--- src/rtl/seq_signed_divider_if.sv ---
// Handshake and data bundle for the sequential signed divider.
// The requester drives start and operands; the divider returns status and results.
interface seq_signed_divider_if #(
  parameter int unsigned DW = 9,
  parameter int unsigned VW = 4
);
  logic          start;
  logic [DW-1:0] dividend;
  logic [VW-1:0] divisor;
  logic          busy;
  logic          done;
  logic [DW-1:0] quotient;
  logic [VW-1:0] remainder;
  logic          div_zero;
  logic          ovf;

  modport master (
    output start, dividend, divisor,
    input  busy, done, quotient, remainder, div_zero, ovf
  );

  modport slave (
    input  start, dividend, divisor,
    output busy, done, quotient, remainder, div_zero, ovf
  );
endinterface

--- src/rtl/seq_signed_divider.sv ---
// Sequential two's-complement divider: restoring division on magnitudes, one
// quotient bit per clock, then sign correction. Truncating semantics, so the
// remainder takes the sign of the dividend.
module seq_signed_divider #(
  parameter int unsigned DW = 9,
  parameter int unsigned VW = 4
) (
  input logic                 clk,
  input logic                 rst_n,
  seq_signed_divider_if.slave bus
);

  localparam int unsigned CW = $clog2(DW);

  typedef enum logic [1:0] {StIdle, StCalc, StSign} state_e;

  state_e        state_q;
  logic [CW-1:0] cnt_q;
  logic [VW-1:0] rem_q;      // partial remainder, always < divisor magnitude
  logic [DW-1:0] quo_q;      // dividend magnitude shifts out at MSB, quotient bits enter at LSB
  logic [VW-1:0] dvs_mag_q;
  logic          dvd_neg_q;
  logic          dvs_neg_q;

  logic [DW-1:0] dvd_mag;
  logic [VW-1:0] dvs_mag;
  logic [VW:0]   rem_shift;
  logic [VW-1:0] rem_diff;
  logic          sub_ok;
  logic          zero_div;
  logic          ovf_det;

  // Operand magnitudes, one restoring step, and result classification.
  always_comb begin
    dvd_mag   = bus.dividend[DW-1] ? (~bus.dividend + DW'(1)) : bus.dividend;
    dvs_mag   = bus.divisor[VW-1] ? (~bus.divisor + VW'(1)) : bus.divisor;
    rem_shift = {rem_q, quo_q[DW-1]};
    sub_ok    = rem_shift >= {1'b0, dvs_mag_q};
    // Only used when the true difference is non-negative and < divisor, so VW bits suffice.
    rem_diff  = rem_shift[VW-1:0] - dvs_mag_q;
    zero_div  = (dvs_mag_q == '0);
    // With |divisor|==1 the quotient magnitude equals |dividend|, so 2^(DW-1) means -2^(DW-1).
    ovf_det   = dvd_neg_q && dvs_neg_q && (dvs_mag_q == VW'(1)) &&
                (quo_q == {1'b1, {(DW-1){1'b0}}});
  end

  // Control FSM with registered outputs: IDLE -> CALC (DW steps) -> SIGN -> IDLE.
  always_ff @(posedge clk or negedge rst_n) begin
    if (!rst_n) begin
      state_q       <= StIdle;
      cnt_q         <= '0;
      rem_q         <= '0;
      quo_q         <= '0;
      dvs_mag_q     <= '0;
      dvd_neg_q     <= 1'b0;
      dvs_neg_q     <= 1'b0;
      bus.busy      <= 1'b0;
      bus.done      <= 1'b0;
      bus.quotient  <= '0;
      bus.remainder <= '0;
      bus.div_zero  <= 1'b0;
      bus.ovf       <= 1'b0;
    end else begin
      bus.done <= 1'b0;
      unique case (state_q)
        StIdle: begin
          if (bus.start) begin
            quo_q     <= dvd_mag;
            dvs_mag_q <= dvs_mag;
            dvd_neg_q <= bus.dividend[DW-1];
            dvs_neg_q <= bus.divisor[VW-1];
            rem_q     <= '0;
            cnt_q     <= CW'(DW - 1);
            bus.busy  <= 1'b1;
            state_q   <= StCalc;
          end
        end
        StCalc: begin
          rem_q <= sub_ok ? rem_diff : rem_shift[VW-1:0];
          quo_q <= {quo_q[DW-2:0], sub_ok};
          if (cnt_q == '0) begin
            state_q <= StSign;
          end else begin
            cnt_q <= cnt_q - CW'(1);
          end
        end
        StSign: begin
          if (zero_div) begin
            bus.quotient  <= '1;
            bus.remainder <= '0;
            bus.div_zero  <= 1'b1;
            bus.ovf       <= 1'b0;
          end else begin
            bus.quotient  <= (dvd_neg_q ^ dvs_neg_q) ? (~quo_q + DW'(1)) : quo_q;
            bus.remainder <= dvd_neg_q ? (~rem_q + VW'(1)) : rem_q;
            bus.div_zero  <= 1'b0;
            bus.ovf       <= ovf_det;
          end
          bus.done <= 1'b1;
          bus.busy <= 1'b0;
          state_q  <= StIdle;
        end
        default: state_q <= StIdle;
      endcase
    end
  end

endmodule

--- src/flat_wrapper.sv ---
// flat-port wrapper written by rule: the top's interface ports become plain ports
module seq_signed_divider_flat 
#(
  parameter int unsigned DW = 9,
  parameter int unsigned VW = 4
)
  (clk, rst_n, bus_start, bus_dividend, bus_divisor, bus_busy, bus_done, bus_quotient, bus_remainder, bus_div_zero, bus_ovf);
  seq_signed_divider_if #(.DW(DW), .VW(VW)) bus_i ();
  input logic clk;
  input logic rst_n;
  input wire logic [$bits(bus_i.start)-1:0] bus_start;
  input wire logic [$bits(bus_i.dividend)-1:0] bus_dividend;
  input wire logic [$bits(bus_i.divisor)-1:0] bus_divisor;
  output wire logic [$bits(bus_i.busy)-1:0] bus_busy;
  output wire logic [$bits(bus_i.done)-1:0] bus_done;
  output wire logic [$bits(bus_i.quotient)-1:0] bus_quotient;
  output wire logic [$bits(bus_i.remainder)-1:0] bus_remainder;
  output wire logic [$bits(bus_i.div_zero)-1:0] bus_div_zero;
  output wire logic [$bits(bus_i.ovf)-1:0] bus_ovf;
  assign bus_i.start = bus_start;
  assign bus_i.dividend = bus_dividend;
  assign bus_i.divisor = bus_divisor;
  assign bus_busy = bus_i.busy;
  assign bus_done = bus_i.done;
  assign bus_quotient = bus_i.quotient;
  assign bus_remainder = bus_i.remainder;
  assign bus_div_zero = bus_i.div_zero;
  assign bus_ovf = bus_i.ovf;
  seq_signed_divider #(.DW(DW), .VW(VW)) u_core (.clk(clk), .rst_n(rst_n), .bus(bus_i));
endmodule
--- config.mk ---
export PLATFORM = sky130hd
export DESIGN_NAME = seq_signed_divider_flat
export DESIGN_NICKNAME = d
export VERILOG_FILES = /design/src/rtl/seq_signed_divider_if.sv /design/src/rtl/seq_signed_divider.sv /design/src/flat_wrapper.sv
export SDC_FILE = /design/constraint.sdc
export NUM_CORES = 1
export LEC_CHECK = 0
export ABC_AREA = 1
export BUFFER_PORTS_ARGS = -buffer_cell sky130_fd_sc_hd__buf_4
export CORE_MARGIN = 2
export CORE_UTILIZATION = 35
export CTS_BUF_LIST = sky130_fd_sc_hd__clkbuf_2
export DETAILED_ROUTE_END_ITERATION = 7
export SETUP_SLACK_MARGIN = 0.3
export SYNTH_ARGS = -nofsm -noshare
export SYNTH_HDL_FRONTEND = slang
export SYNTH_SLANG_ARGS = --single-unit
--- constraint.sdc ---
create_clock -name clk -period 2.8 [get_ports clk]
set_clock_uncertainty 0.15 [all_clocks]
set_input_delay 0.28 -clock clk [delete_from_list [all_inputs] [get_ports clk]]
set_output_delay 0.28 -clock clk [all_outputs]
set_load 0.05 [all_outputs]
== After elaboration in Yosys (flattened, before gate mapping) ==
Cells that the tools add are included.

* Register bits after elaboration: 42
* Bits of input ports: 16
* Logic and storage cells: 67

* $add $sub $neg: 6
* $lt $le $gt $ge: 1
* Equal/unequal tests: 7
* Mux-type cells: 22
* Bitwise operators: 5
* Reduce and logical (&&, ||, !) cells: 13

{| class="wikitable"
|+ Operators by type and width
! cell !! number
|-
| two-way mux 9 bit || 4
|-
| two-way mux 4 bit || 7
|-
| adder 9 x 1 -> 9 bit, second input constant || 2
|-
| inverter 9 bit || 2
|-
| case mux 9 bit (2 select lines) || 1
|-
| case mux 4 bit (2 select lines) || 2
|-
| equality test 9 bit, second input constant || 1
|-
| adder 4 x 1 -> 4 bit, second input constant || 2
|-
| zero test 4 bit || 2
|-
| inverter 4 bit || 2
|-
| AND reduction 2 bit || 4
|-
| >= comparator 5 x 4 -> 1 bit || 1
|-
| equality test 4 x 1 -> 1 bit, second input constant || 1
|-
| two-way mux 1 bit || 4
|-
| two-way mux 2 bit || 2
|-
| != test 2 bit, second input constant || 2
|-
| case mux 2 bit (2 select lines) || 1
|-
| nonzero test 2 bit || 2
|-
| subtractor 4 x 1 -> 4 bit, second input constant || 1
|-
| subtractor 4 bit || 1
|-
| logical AND 1 bit || 3
|-
| AND reduction 3 bit || 1
|-
| equality test 2 x 1 -> 1 bit, second input constant || 1
|-
| equality test 2 bit, second input constant || 1
|-
| 4 further kinds || 4
|}

== Logic depth before layout (Yosys ltp) ==
Gate-level depths: netlist of the first run.

* Depth after elaboration: 5
* Gate-level depth with buffers: 10

== Least setup slack after synthesis of the first run ==
OpenSTA, ideal clock, no wires.

* Path kind: register to register
* Start point: register u_core.quo_q[0]
* End point: register u_core.bus.quotient[8]
* Library setup time: 77 ps
* Data arrival time: 1423 ps
* Setup slack: 1150 ps
* Cell stages (with the launch flop): 9
* Cells stage by stage: dfrtp_1 inv_1 ha_1 nand4_1 nor3_1 ha_1 nand2_1 o21ai_0 a21oi_1

* Longest elaborated chain between the ends: 4

{| class="wikitable"
|+ RTL lines
! what !! RTL line !! text
|-
| start: declaration || seq_signed_divider.sv:20 || <nowiki>logic [DW-1:0] quo_q;</nowiki>
|-
| start signal: assignment || seq_signed_divider.sv:68 || <nowiki>quo_q <= dvd_mag;</nowiki>
|-
| start signal: assignment || seq_signed_divider.sv:80 || <nowiki>quo_q <= {quo_q[DW-2:0], sub_ok};</nowiki>
|-
| inverter 9 bit || seq_signed_divider.sv:94 || <nowiki>bus.quotient <= (dvd_neg_q ^ dvs_neg_q) ? (~quo_q + DW'(1)) : quo_q;</nowiki>
|-
| adder 9 x 1 -> 9 bit || seq_signed_divider.sv:94 ||
|-
| two-way mux 9 bit || seq_signed_divider.sv:94 ||
|-
| two-way mux 9 bit || seq_signed_divider.sv:88 || <nowiki>if (zero_div) begin</nowiki>
|-
| end signal: assignment || seq_signed_divider.sv:94 ||
|-
| end: declaration || seq_signed_divider_if.sv:24 || <nowiki>output busy, done, quotient, remainder, div_zero, ovf</nowiki>
|}

No other way between the ends.
A chain may end at the register's enable or synchronous reset.

== Worst setup path in the final report of the first run ==
Ends and elaborated chain as after synthesis.

==> results of run 1 <==
==> layer usage <==
metal	vias to the layer above	GRT usage	wire [um]
li1	1070	-	-
met1	944	0.221	2660
met2	49	0.217	2220
met3	4	0.0295	217
met4	0	0.0384	28
met5	-	0	0
==> worst max-delay path by stage <==
stage                                start                                  to  cells past startpoint
2_1_floorplan  u_core.quo_q[0]$_DFFE_PN0P_  u_core.bus.quotient[8]$_DFFE_PN0P_                      8
3_3_place_gp   u_core.quo_q[0]$_DFFE_PN0P_  u_core.bus.quotient[8]$_DFFE_PN0P_                      8
3_5_place_dp   u_core.quo_q[0]$_DFFE_PN0P_  u_core.bus.quotient[8]$_DFFE_PN0P_                      8
4_1_cts        u_core.quo_q[0]$_DFFE_PN0P_  u_core.bus.quotient[8]$_DFFE_PN0P_                      8
5_1_grt        u_core.quo_q[0]$_DFFE_PN0P_  u_core.bus.quotient[8]$_DFFE_PN0P_                      8
6_report       u_core.quo_q[0]$_DFFE_PN0P_  u_core.bus.quotient[8]$_DFFE_PN0P_                      8
==> cell families after synthesis <==
family                   after synthesis
XOR/XNOR                               5
flip-flops                            42
AND/OR/NAND/NOR                      147
adder cells (fa/ha/maj)               13
AO/OA/AOI/OAI                         48
buffers and inverters                 51
==> cell type report <==
| cell class | instances | area share |
|---|---|---|
| clock buffer | 5 | 0.00897 |
| tap | 80 | 0.0359 |
| multi-input combinational | 213 | 0.407 |
| inverter | 43 | 0.0578 |
| sequential | 42 | 0.377 |
| clock inverter | 3 | 0.00583 |
| timing repair buffer | 38 | 0.108 |
==> registers in the layout, summed over array words and instances, names as in the netlist <==
register,count
u_core.quo_q,9
u_core.dvs_neg_q,1
u_core.bus.remainder,4
u_core.bus.quotient,9
u_core.dvs_mag_q,4
u_core.bus.div_zero,1
u_core.rem_q,4
u_core.cnt_q,4
u_core.bus.done,1
u_core.bus.busy,1
u_core.state_q,2
u_core.bus.ovf,1
u_core.dvd_neg_q,1
==> power breakdown <==
part / switching, uW / leakage, uW / internal [uW] / total, uW
Sequential: 216 / 0.000499 / 883 / 1100
Combinational: 1330 / 0.000884 / 684 / 2020
Clock: 201 / 0.0000264 / 57.1 / 258
Total: 1750 / 0.00141 / 1620 / 3370
==> worst max-delay path: cells and delay by family, from the launching register on <==
family / cells / cell delay, ns
AO/OA/AOI/OAI: 2 / 0.21
adder cells (fa/ha/maj): 2 / 0.49
buffers and inverters: 1 / 0.15
flip-flops: 1 / 0.45
AND/OR/NAND/NOR: 3 / 0.37
==> repair_timing <==
item	CTS	global route
buffers inserted	0	0
endpoints found under the hold margin	47	0
hold buffers	6	0
gates resized for setup	0	0
==> cells in the final DEF (no fill, tap or decap), types with 2 or more instances in the layout <==
master | synthesis | routed
nand2_1 | 74 | 74
inv_1 | 42 | 42
dfrtp_1 | 42 | 42
nand3_1 | 34 | 34
buf_4 | 3 | 32
nor2_1 | 23 | 23
o21ai_0 | 22 | 22
ha_1 | 12 | 12
a21oi_1 | 11 | 11
a22oi_1 | 6 | 6
dlygate4sd3_1 | 0 | 6
clkbuf_2 | 0 | 5
nand4_1 | 4 | 4
xor2_1 | 4 | 4
nor2_2 | 2 | 2
nor2_4 | 2 | 2
o21ai_1 | 2 | 2
or2_2 | 2 | 2
nand3b_1 | 2 | 2
o211ai_1 | 2 | 2
==> stage by stage <==
stage / util / hold slack (ns) / cells / power, uW
2_1_floorplan: - / -0.166 / 306 / 2650
3_3_place_gp: 0.400 / 0.150 / 410 / 3100
3_5_place_dp: 0.400 / 0.158 / 410 / 3130
4_1_cts: 0.415 / 0.00142 / 424 / 3400
5_1_grt: 0.415 / 0.00422 / 424 / 3730
6_report: 0.415 / 0.0253 / 424 / 3370
==> results.yml, run 1 <==
yosys:
  synth_fp_nets: 335
  ys_seq_area_frac: 0.438
  synth_top_cell_area_share: 0.438
  syn_area_per_cell_um2: 7.85
  ys_warn_count: 0
  synthArstFlopShare: 1.00
  synth_mux_area_frac: 0
  ys_ff_latch: 42
  synth_most_common_cell: "nand2_1"
  ys_dominant_reg_cell: "dfrtp_1"
  yosys.area_share.xor_xnor: 0.0182
  synth_cell_types: 32
  synth_top_family_by_area: "simple AND/OR/NAND/NOR gates"
  synth_edf_count: 0
  yosys.area_share.simple: 0.270
  synth_compound_area_frac: 0.114
  synth_area_um2: 2400
  synth.largest_area_cell: "dfrtp_1"
  synthCells: 306
  ys_top_cells_by_count: "74 x nand2_1, 42 x dfrtp_1, 42 x inv_1"
  synthTopCellsByArea: "dfrtp_1 44%, nand2_1 12%, nand3_1 7.1%"
  synthAdderAreaFrac: 0.0708
route:
  postRouteAntennaNets: 0
  wl_per_cell_um: 12.1
  routed_via_density: 4.88
  routed_wl_um: 5130
  vias: 2067
  drt_iter0_drc: 110
  drc_errors: 0
  dr.pass1.iters: 5
cells_and_area:
  multi_input_area_um2: 1140
  design_area_um2: 2790
  layout-drive-gt1-share: 0.140
  antenna_cells: 0
  area_growth_pct: 16.1
  register_area_um2: 1050
  num-nets-final: 372
  fillerInstances: 704
placed_design:
  io_buffers: 32
  hpwlAfterDp_um: 3850
  pre_cts_slack_ns: 0.988
  routabilityCongestion: 0.805
  place_area_um2: 2690
critical_path:
  startpoint_type: "flip-flop"
  reg2regPathDepth: 8
  cp_max_fo: 4
  critPathMaxStageDelay_ns: 0.45
  critPathMostFrequentCell: "ha_1"
  r2r-end: "u_core.bus.quotient[8]$_DFFE_PN0P_"
  crit_chain: "inv_1 -> ha_1 -> nand4_1 -> nor3_1 -> ha_1 -> nand2_1 -> o21ai_0 -> a21oi_1"
  cp_data_required_time_ns: 2.98
  regToRegSetupSlack_ns: 0.91
  cp-end-kind: "flip-flop"
  crit_type: "flip-flop to flip-flop"
  rr_startpoint: "u_core.quo_q[0]$_DFFE_PN0P_"
  slowest_stage: "dfrtp_1"
  cp.arrival_ns: 2.07
timing:
  setup_viol: 0
  min_period_ns: 1.89
  drv_slew: 0
  post-route-period-util: 0.676
  worst_pin_slew_ns: 0.588
  tns_ns: 0
  fin_ws_ns: 0.908
  slew_headroom: 0.608
  hold_viol: 0
  fmax_mhz: 529
  rsz0062_at_grt: "false"
die:
  io_pins: 33
  initial_core_util: 0.358
  row_count: 30
  die_h_um: 86.8
  dieArea_um2: 7540
  die_w_um: 86.8
  fp.coreArea_um2: 6720
grt:
  grt_pass1_vias: 1917
  antenna_found_initial: 0
  grt_overflow: 0
  grt_max_degree: 43
  grt_pass1_wl_um: 8900
  grt.total_usage: 0.148
min_path:
  worstHoldStart: "bus_divisor[0]"
  min_to: "u_core.dvs_mag_q[3]$_DFFE_PN0P_"
  whs_path_depth: 4
  hp-class: "input port to flip-flop"
power_and_ir_drop:
  power_density_nw_per_um2: 1210
  ir_worst_vdd_uv: 500
  p_leak_uw: 0.00141
run:
  cap_violations: 0
clock_tree:
  clock_tree.buffer_depth: 2
  cts_tree: "yes"
  htreeDepth: 2
  cts-buffers-inserted: 5
  clk_pin_slew_ns: 0.22
  clk-insertion-delay-late_ns: 0.39
  cts_root_buf: "clkbuf_2"
  clock_sinks: 42
status:
  status: "completed"
(Power assumes the default switching activity.)
==> run 2: changes to the inputs <==
==> constraint.sdc (replaced) <==
create_clock -name clk -period 1.75 [get_ports clk]
set_clock_uncertainty 0.15 [all_clocks]
set_input_delay 0.175 -clock clk [delete_from_list [all_inputs] [get_ports clk]]
set_output_delay 0.175 -clock clk [all_outputs]
set_load 0.05 [all_outputs]
==> run 2 against run 1 <==
  * Total power grew 110%
  * First-iteration DRC count shrank 36%
  * Wire length grew 17%
  * Largest cell class unchanged
  * Flip-flop and latch count is the same
  * Final cell count grew 10%
  * Register-to-register slack lost 0.78 ns
  * Critical path depth is the same
  * Critical path type unchanged
  * Clock power grew to 2.7 times the previous value
  * Die area is the same
  * Non-clock buffer count grew 41
  * Sequential power grew 58%
==> results.yml, run 2 (synthesis results as in run 1) <==
critical_path:
  cp-end-kind: "flip-flop"
  startpoint_type: "flip-flop"
  crit_type: "flip-flop to flip-flop"
  critPathMaxStageDelay_ns: 0.44
  cp.arrival_ns: 1.82
  slowest_stage: "dfrtp_1"
  cp_max_fo: 2
  crit_chain: "inv_2 -> ha_4 -> nand4_1 -> nor3_2 -> ha_1 -> nand2_1 -> o21ai_1 -> a21oi_1"
  cp_data_required_time_ns: 1.94
timing:
  worst_pin_slew_ns: 0.543
  tns_ns: 0
  drv_slew: 0
  setup_viol: 0
  min_period_ns: 1.63
  fin_ws_ns: 0.125
  hold_viol: 0
  slew_headroom: 0.638
  rsz0062_at_grt: "true"
  post-route-period-util: 0.929
  fmax_mhz: 615
grt:
  grt_max_degree: 43
  antenna_found_initial: 0
  grt_pass1_vias: 2075
  grt_overflow: 0
  grt_pass1_wl_um: 9270
  grt.total_usage: 0.154
die:
  die_w_um: 86.8
  row_count: 30
  io_pins: 33
  dieArea_um2: 7540
  fp.coreArea_um2: 6720
  initial_core_util: 0.358
  die_h_um: 86.8
power_and_ir_drop:
  power_density_nw_per_um2: 2040
  p_total_uw: 6960
  ir_worst_vdd_uv: 912
  p_leak_uw: 0.00164
clock_tree:
  clk_pin_slew_ns: 0.24
  clock_tree.buffer_depth: 2
  cts_tree: "yes"
  htreeDepth: 2
  cts-buffers-inserted: 5
  clk-insertion-delay-late_ns: 0.40
  cts_root_buf: "clkbuf_2"
  clock_sinks: 42
cells_and_area:
  area_growth_pct: 42.1
  layout_commonest_cell: "nand2_1"
  fillerInstances: 638
  layout-drive-gt1-share: 0.328
  top_regs: "u_core.bus.quotient (9), u_core.quo_q (9)"
  utilization: 0.508
  num-nets-final: 415
  antenna_cells: 0
  mostFrequentLayoutCells: "68 x nand2_1, 60 x buf_4, 40 x dfrtp_1, 28 x inv_1, 28 x nand3_1"
route:
  drt_iter0_drc: 70
  postRouteAntennaNets: 0
  wl_per_cell_um: 12.9
  dr.pass1.iters: 4
  drc_errors: 0
  routed_via_density: 4.87
  vias: 2272
  routed_wl_um: 6020
placed_design:
  pre_cts_slack_ns: 0.0323
  io_buffers: 32
  hpwlAfterDp_um: 3970
  routabilityCongestion: 0.872
min_path:
  hp-class: "input port to flip-flop"
run:
  cap_violations: 0
status:
  status: "completed"
[run 2: cell count changes in the layout (fill, tap and decap cells not counted), sizes merged]
cell	delta
nor2	+2
buf	+34
bufinv	+2
dlygate4sd3	+7
inv	-1
clkinv	-1
[run 2: path summary, 6_finish.rpt]
| kind | start | to | slack (ns) | depth (start not counted) |
|---|---|---|---|---|
| max in group asynchronous | rst_n | u_core.rem_q[0]$_DFFE_PN0P_ | 0.91 | 2 |
| min | bus_dividend[1] | u_core.quo_q[1]$_DFFE_PN0P_ | 0.09 | 5 |
| min in group asynchronous | rst_n | u_core.quo_q[8]$_DFFE_PN0P_ | 0.12 | 2 |
| max reg2reg | u_core.quo_q[0]$_DFFE_PN0P_ | u_core.bus.quotient[8]$_DFFE_PN0P_ | 0.12 | 8 |
| max | u_core.quo_q[0]$_DFFE_PN0P_ | u_core.bus.quotient[8]$_DFFE_PN0P_ | 0.12 | 8 |
| min reg2reg | u_core.cnt_q[3]$_DFFE_PN0P_ | u_core.cnt_q[3]$_DFFE_PN0P_ | 0.37 | 2 |
[run 2: power breakdown]
group / internal [uW] / switching [uW]
clock network: 381 / 324
logic: 1880 / 2640
registers: 1420 / 327
[run 2: metrics by stage]
stage,hold WS [ns],cell area [um^2],instances
5_1_grt,0.0716,3410,467
6_report,0.0884,3410,467
4_1_cts,0.0100,3150,451
3_3_place_gp,0.0507,2810,420
3_5_place_dp,0.0518,2810,420
2_1_floorplan,-0.271,2450,306
[run 2: per-layer routing]
layer,share of wire,vias up,global-route usage
li1,-,1161,-
met1,0.47,1063,0.209
met2,0.48,44,0.251
met3,0.037,4,0.0295
met4,0.0090,0,0.0412
met5,0,-,0
[run 2: final cells by class]
class                   count  area (um^2)  area share
multi-input cells         215         1340       0.393
flip-flops and latches     42         1050       0.309
repair buffers             79          657       0.192
inverters                  43          173      0.0506
well taps                  80          100      0.0293
clock inverters             3         63.8      0.0187
clock buffers               5         25.0     0.00733
[run 2: repair_timing]
item | in CTS | in global routing
cloned | 0 | 2
pin swaps | 4 | 12
hold buffers | 13 | 0
endpoints found under the hold margin | 56 | 0
gates resized for setup | 15 | 44
setup endpoints to repair | 21 | 31
buffers inserted | 10 | 14
[run 2: critical path, delay by kind of cell, from the launching register on]
family	cells	cell delay [ns]
buffers and inverters	1	0.09
adder cells (fa/ha/maj)	2	0.39
AO/OA/AOI/OAI	2	0.20
flip-flops	1	0.44
AND/OR/NAND/NOR	3	0.31
==> run 3: changes to the inputs <==
--- a/config.mk
+++ b/config.mk
@@ -7,10 +7,13 @@
 export LEC_CHECK = 0
 export ABC_AREA = 1
 export BUFFER_PORTS_ARGS = -buffer_cell sky130_fd_sc_hd__buf_4
+export CELL_PAD_IN_SITES_DETAIL_PLACEMENT = 1
+export CELL_PAD_IN_SITES_GLOBAL_PLACEMENT = 1
 export CORE_MARGIN = 2
 export CORE_UTILIZATION = 35
 export CTS_BUF_LIST = sky130_fd_sc_hd__clkbuf_2
 export DETAILED_ROUTE_END_ITERATION = 7
+export PLACE_DENSITY_LB_ADDON = 0.1
 export SETUP_SLACK_MARGIN = 0.3
 export SYNTH_ARGS = -nofsm -noshare
 export SYNTH_HDL_FRONTEND = slang
==> run 3 against run 2 <==
  * Die area stayed put
  * Final cell count rose by 1.7%
  * Utilization is 1.3 points higher
  * Via count grew 3.0%
  * Wire length is 15% higher
  * Clock-buffer cell count is the same
  * Non-clock buffer count grew 10
  * Global-route usage increased by 4.3 points
  * Hold slack got worse by 0.041 ns
  * Total power is 5.0% higher
  * Worst setup slack about the same
  * Critical path type unchanged
  * Highest routed layer unchanged
==> results.yml, run 3 (synthesis results as in run 1) <==
clock_tree:
  clk-insertion-delay-late_ns: 0.42
  clock_sinks: 42
  clock_tree.buffer_depth: 2
  cts_tree: "yes"
  cts-buffers-inserted: 5
  cts_root_buf: "clkbuf_2"
  htreeDepth: 2
  clk_pin_slew_ns: 0.22
critical_path:
  cp_data_required_time_ns: 1.99
  cp-end-kind: "flip-flop"
  regToRegSetupSlack_ns: 0.13
  startpoint: "u_core.quo_q[8]$_DFFE_PN0P_"
  startpoint_type: "flip-flop"
  cp_max_fo: 2
  rr_startpoint: "u_core.quo_q[8]$_DFFE_PN0P_"
  crit_type: "flip-flop to flip-flop"
  cp.arrival_ns: 1.87
cells_and_area:
  layout_commonest_cell: "buf_4"
  antenna_cells: 0
  top_regs: "u_core.bus.quotient (9), u_core.quo_q (9)"
  mostFrequentLayoutCells: "69 x buf_4, 62 x nand2_1, 41 x dfrtp_1, 26 x inv_1, 24 x nand3_1"
  layout-drive-gt1-share: 0.382
  num-nets-final: 424
  area_growth_pct: 45.7
die:
  dieArea_um2: 7540
  die_h_um: 86.8
  initial_core_util: 0.358
  io_pins: 33
  fp.coreArea_um2: 6720
  row_count: 30
  die_w_um: 86.8
route:
  wl_per_cell_um: 14.6
  drc_errors: 0
  vias: 2340
  dr.pass1.iters: 4
  routed_via_density: 4.93
  routed_wl_um: 6940
  postRouteAntennaNets: 0
  drt_iter0_drc: 45
grt:
  grt_overflow: 0
  grt_max_degree: 43
  grt_pass1_wl_um: 11500
  antenna_found_initial: 0
  grt.total_usage: 0.197
  grt_pass1_vias: 2359
status:
  status: "completed"
timing:
  hold_viol: 0
  min_period_ns: 1.62
  setup_viol: 0
  drv_slew: 0
  post-route-period-util: 0.929
  slew_headroom: 0.630
  fmax_mhz: 615
  rsz0062_at_grt: "true"
  tns_ns: 0
  worst_pin_slew_ns: 0.556
placed_design:
  hpwlAfterDp_um: 4800
  routabilityCongestion: 0.811
  io_buffers: 32
power_and_ir_drop:
  p_leak_uw: 0.00171
  power_density_nw_per_um2: 2090
  ir_worst_vdd_uv: 718
  p_total_uw: 7310
run:
  cap_violations: 0
min_path:
  hp-class: "input port to flip-flop"
  worstHoldStart: "bus_start"
## run 3: cell count changes in the layout (fill, tap and decap cells not counted), moves of 4 or more
| cell | before | now |
|---|---|---|
| nand2_4 | 1 | 6 |
| nand3_1 | 28 | 24 |
| nand2_1 | 68 | 62 |
| buf_4 | 60 | 69 |
## run 3: worst paths after layout
kind	end	cells after the start
max	u_core.rem_q[1]$_DFFE_PN0P_	8
min in group asynchronous	u_core.cnt_q[2]$_DFFE_PN0P_	2
max reg2reg	u_core.rem_q[1]$_DFFE_PN0P_	8
min	u_core.rem_q[1]$_DFFE_PN0P_	6
min reg2reg	u_core.bus.busy$_DFFE_PN0P_	2
max in group asynchronous	u_core.bus.quotient[2]$_DFFE_PN0P_	2
## run 3: routing by layer
metal  global-route usage  wire, um  vias to the layer above
met4               0.0511        91                        0
met2                0.339      3540                       34
li1                     -         -                     1175
met1                0.258      3140                     1125
met5                    0         0                        -
met3               0.0295       161                        6
## run 3: report_power, final
group	switching [uW]	internal [uW]
registers	326	1420
clock network	332	86.5
logic	2950	2200
## run 3: final cells by class
type,count,area (um^2)
fillers,778,3220
multi-input cells,214,1420
flip-flops and latches,42,1050
repair buffers,89,727
inverters,43,169
well taps,80,100
clock buffers,5,25.0
clock inverters,2,10.0
## run 3: through the flow
step	utilization	area, um^2	std cells	setup WS [ns]	hold slack (ns)
2_1_floorplan	-	2450	306	0.176	-0.271
6_report	0.521	3500	475	0.125	0.0470
3_5_place_dp	0.423	2840	424	0.00728	0.0576
3_3_place_gp	0.423	2840	424	0.0780	0.0563
4_1_cts	0.486	3270	462	0.125	0.0340
5_1_grt	0.521	3500	475	0.0224	0.0561
## run 3: worst max-delay path, cell delays in order, from the launching register on
cell	delay, ns
dfrtp_1	0.45
inv_2	0.09
ha_4	0.14
inv_4	0.03
fa_2	0.52
inv_2	0.03
nand2_1	0.06
nand3_1	0.06
nand2_1	0.07
## run 3: repair_timing
item / 4_1_cts / 5_1_grt
endpoints found under the setup margin: 23 / 31
pin swaps: 15 / 27
hold buffers: 13 / 0
setup buffers: 17 / 13
cloned: 1 / 0
hold endpoints to repair: 56 / 0
resized for setup: 34 / 44
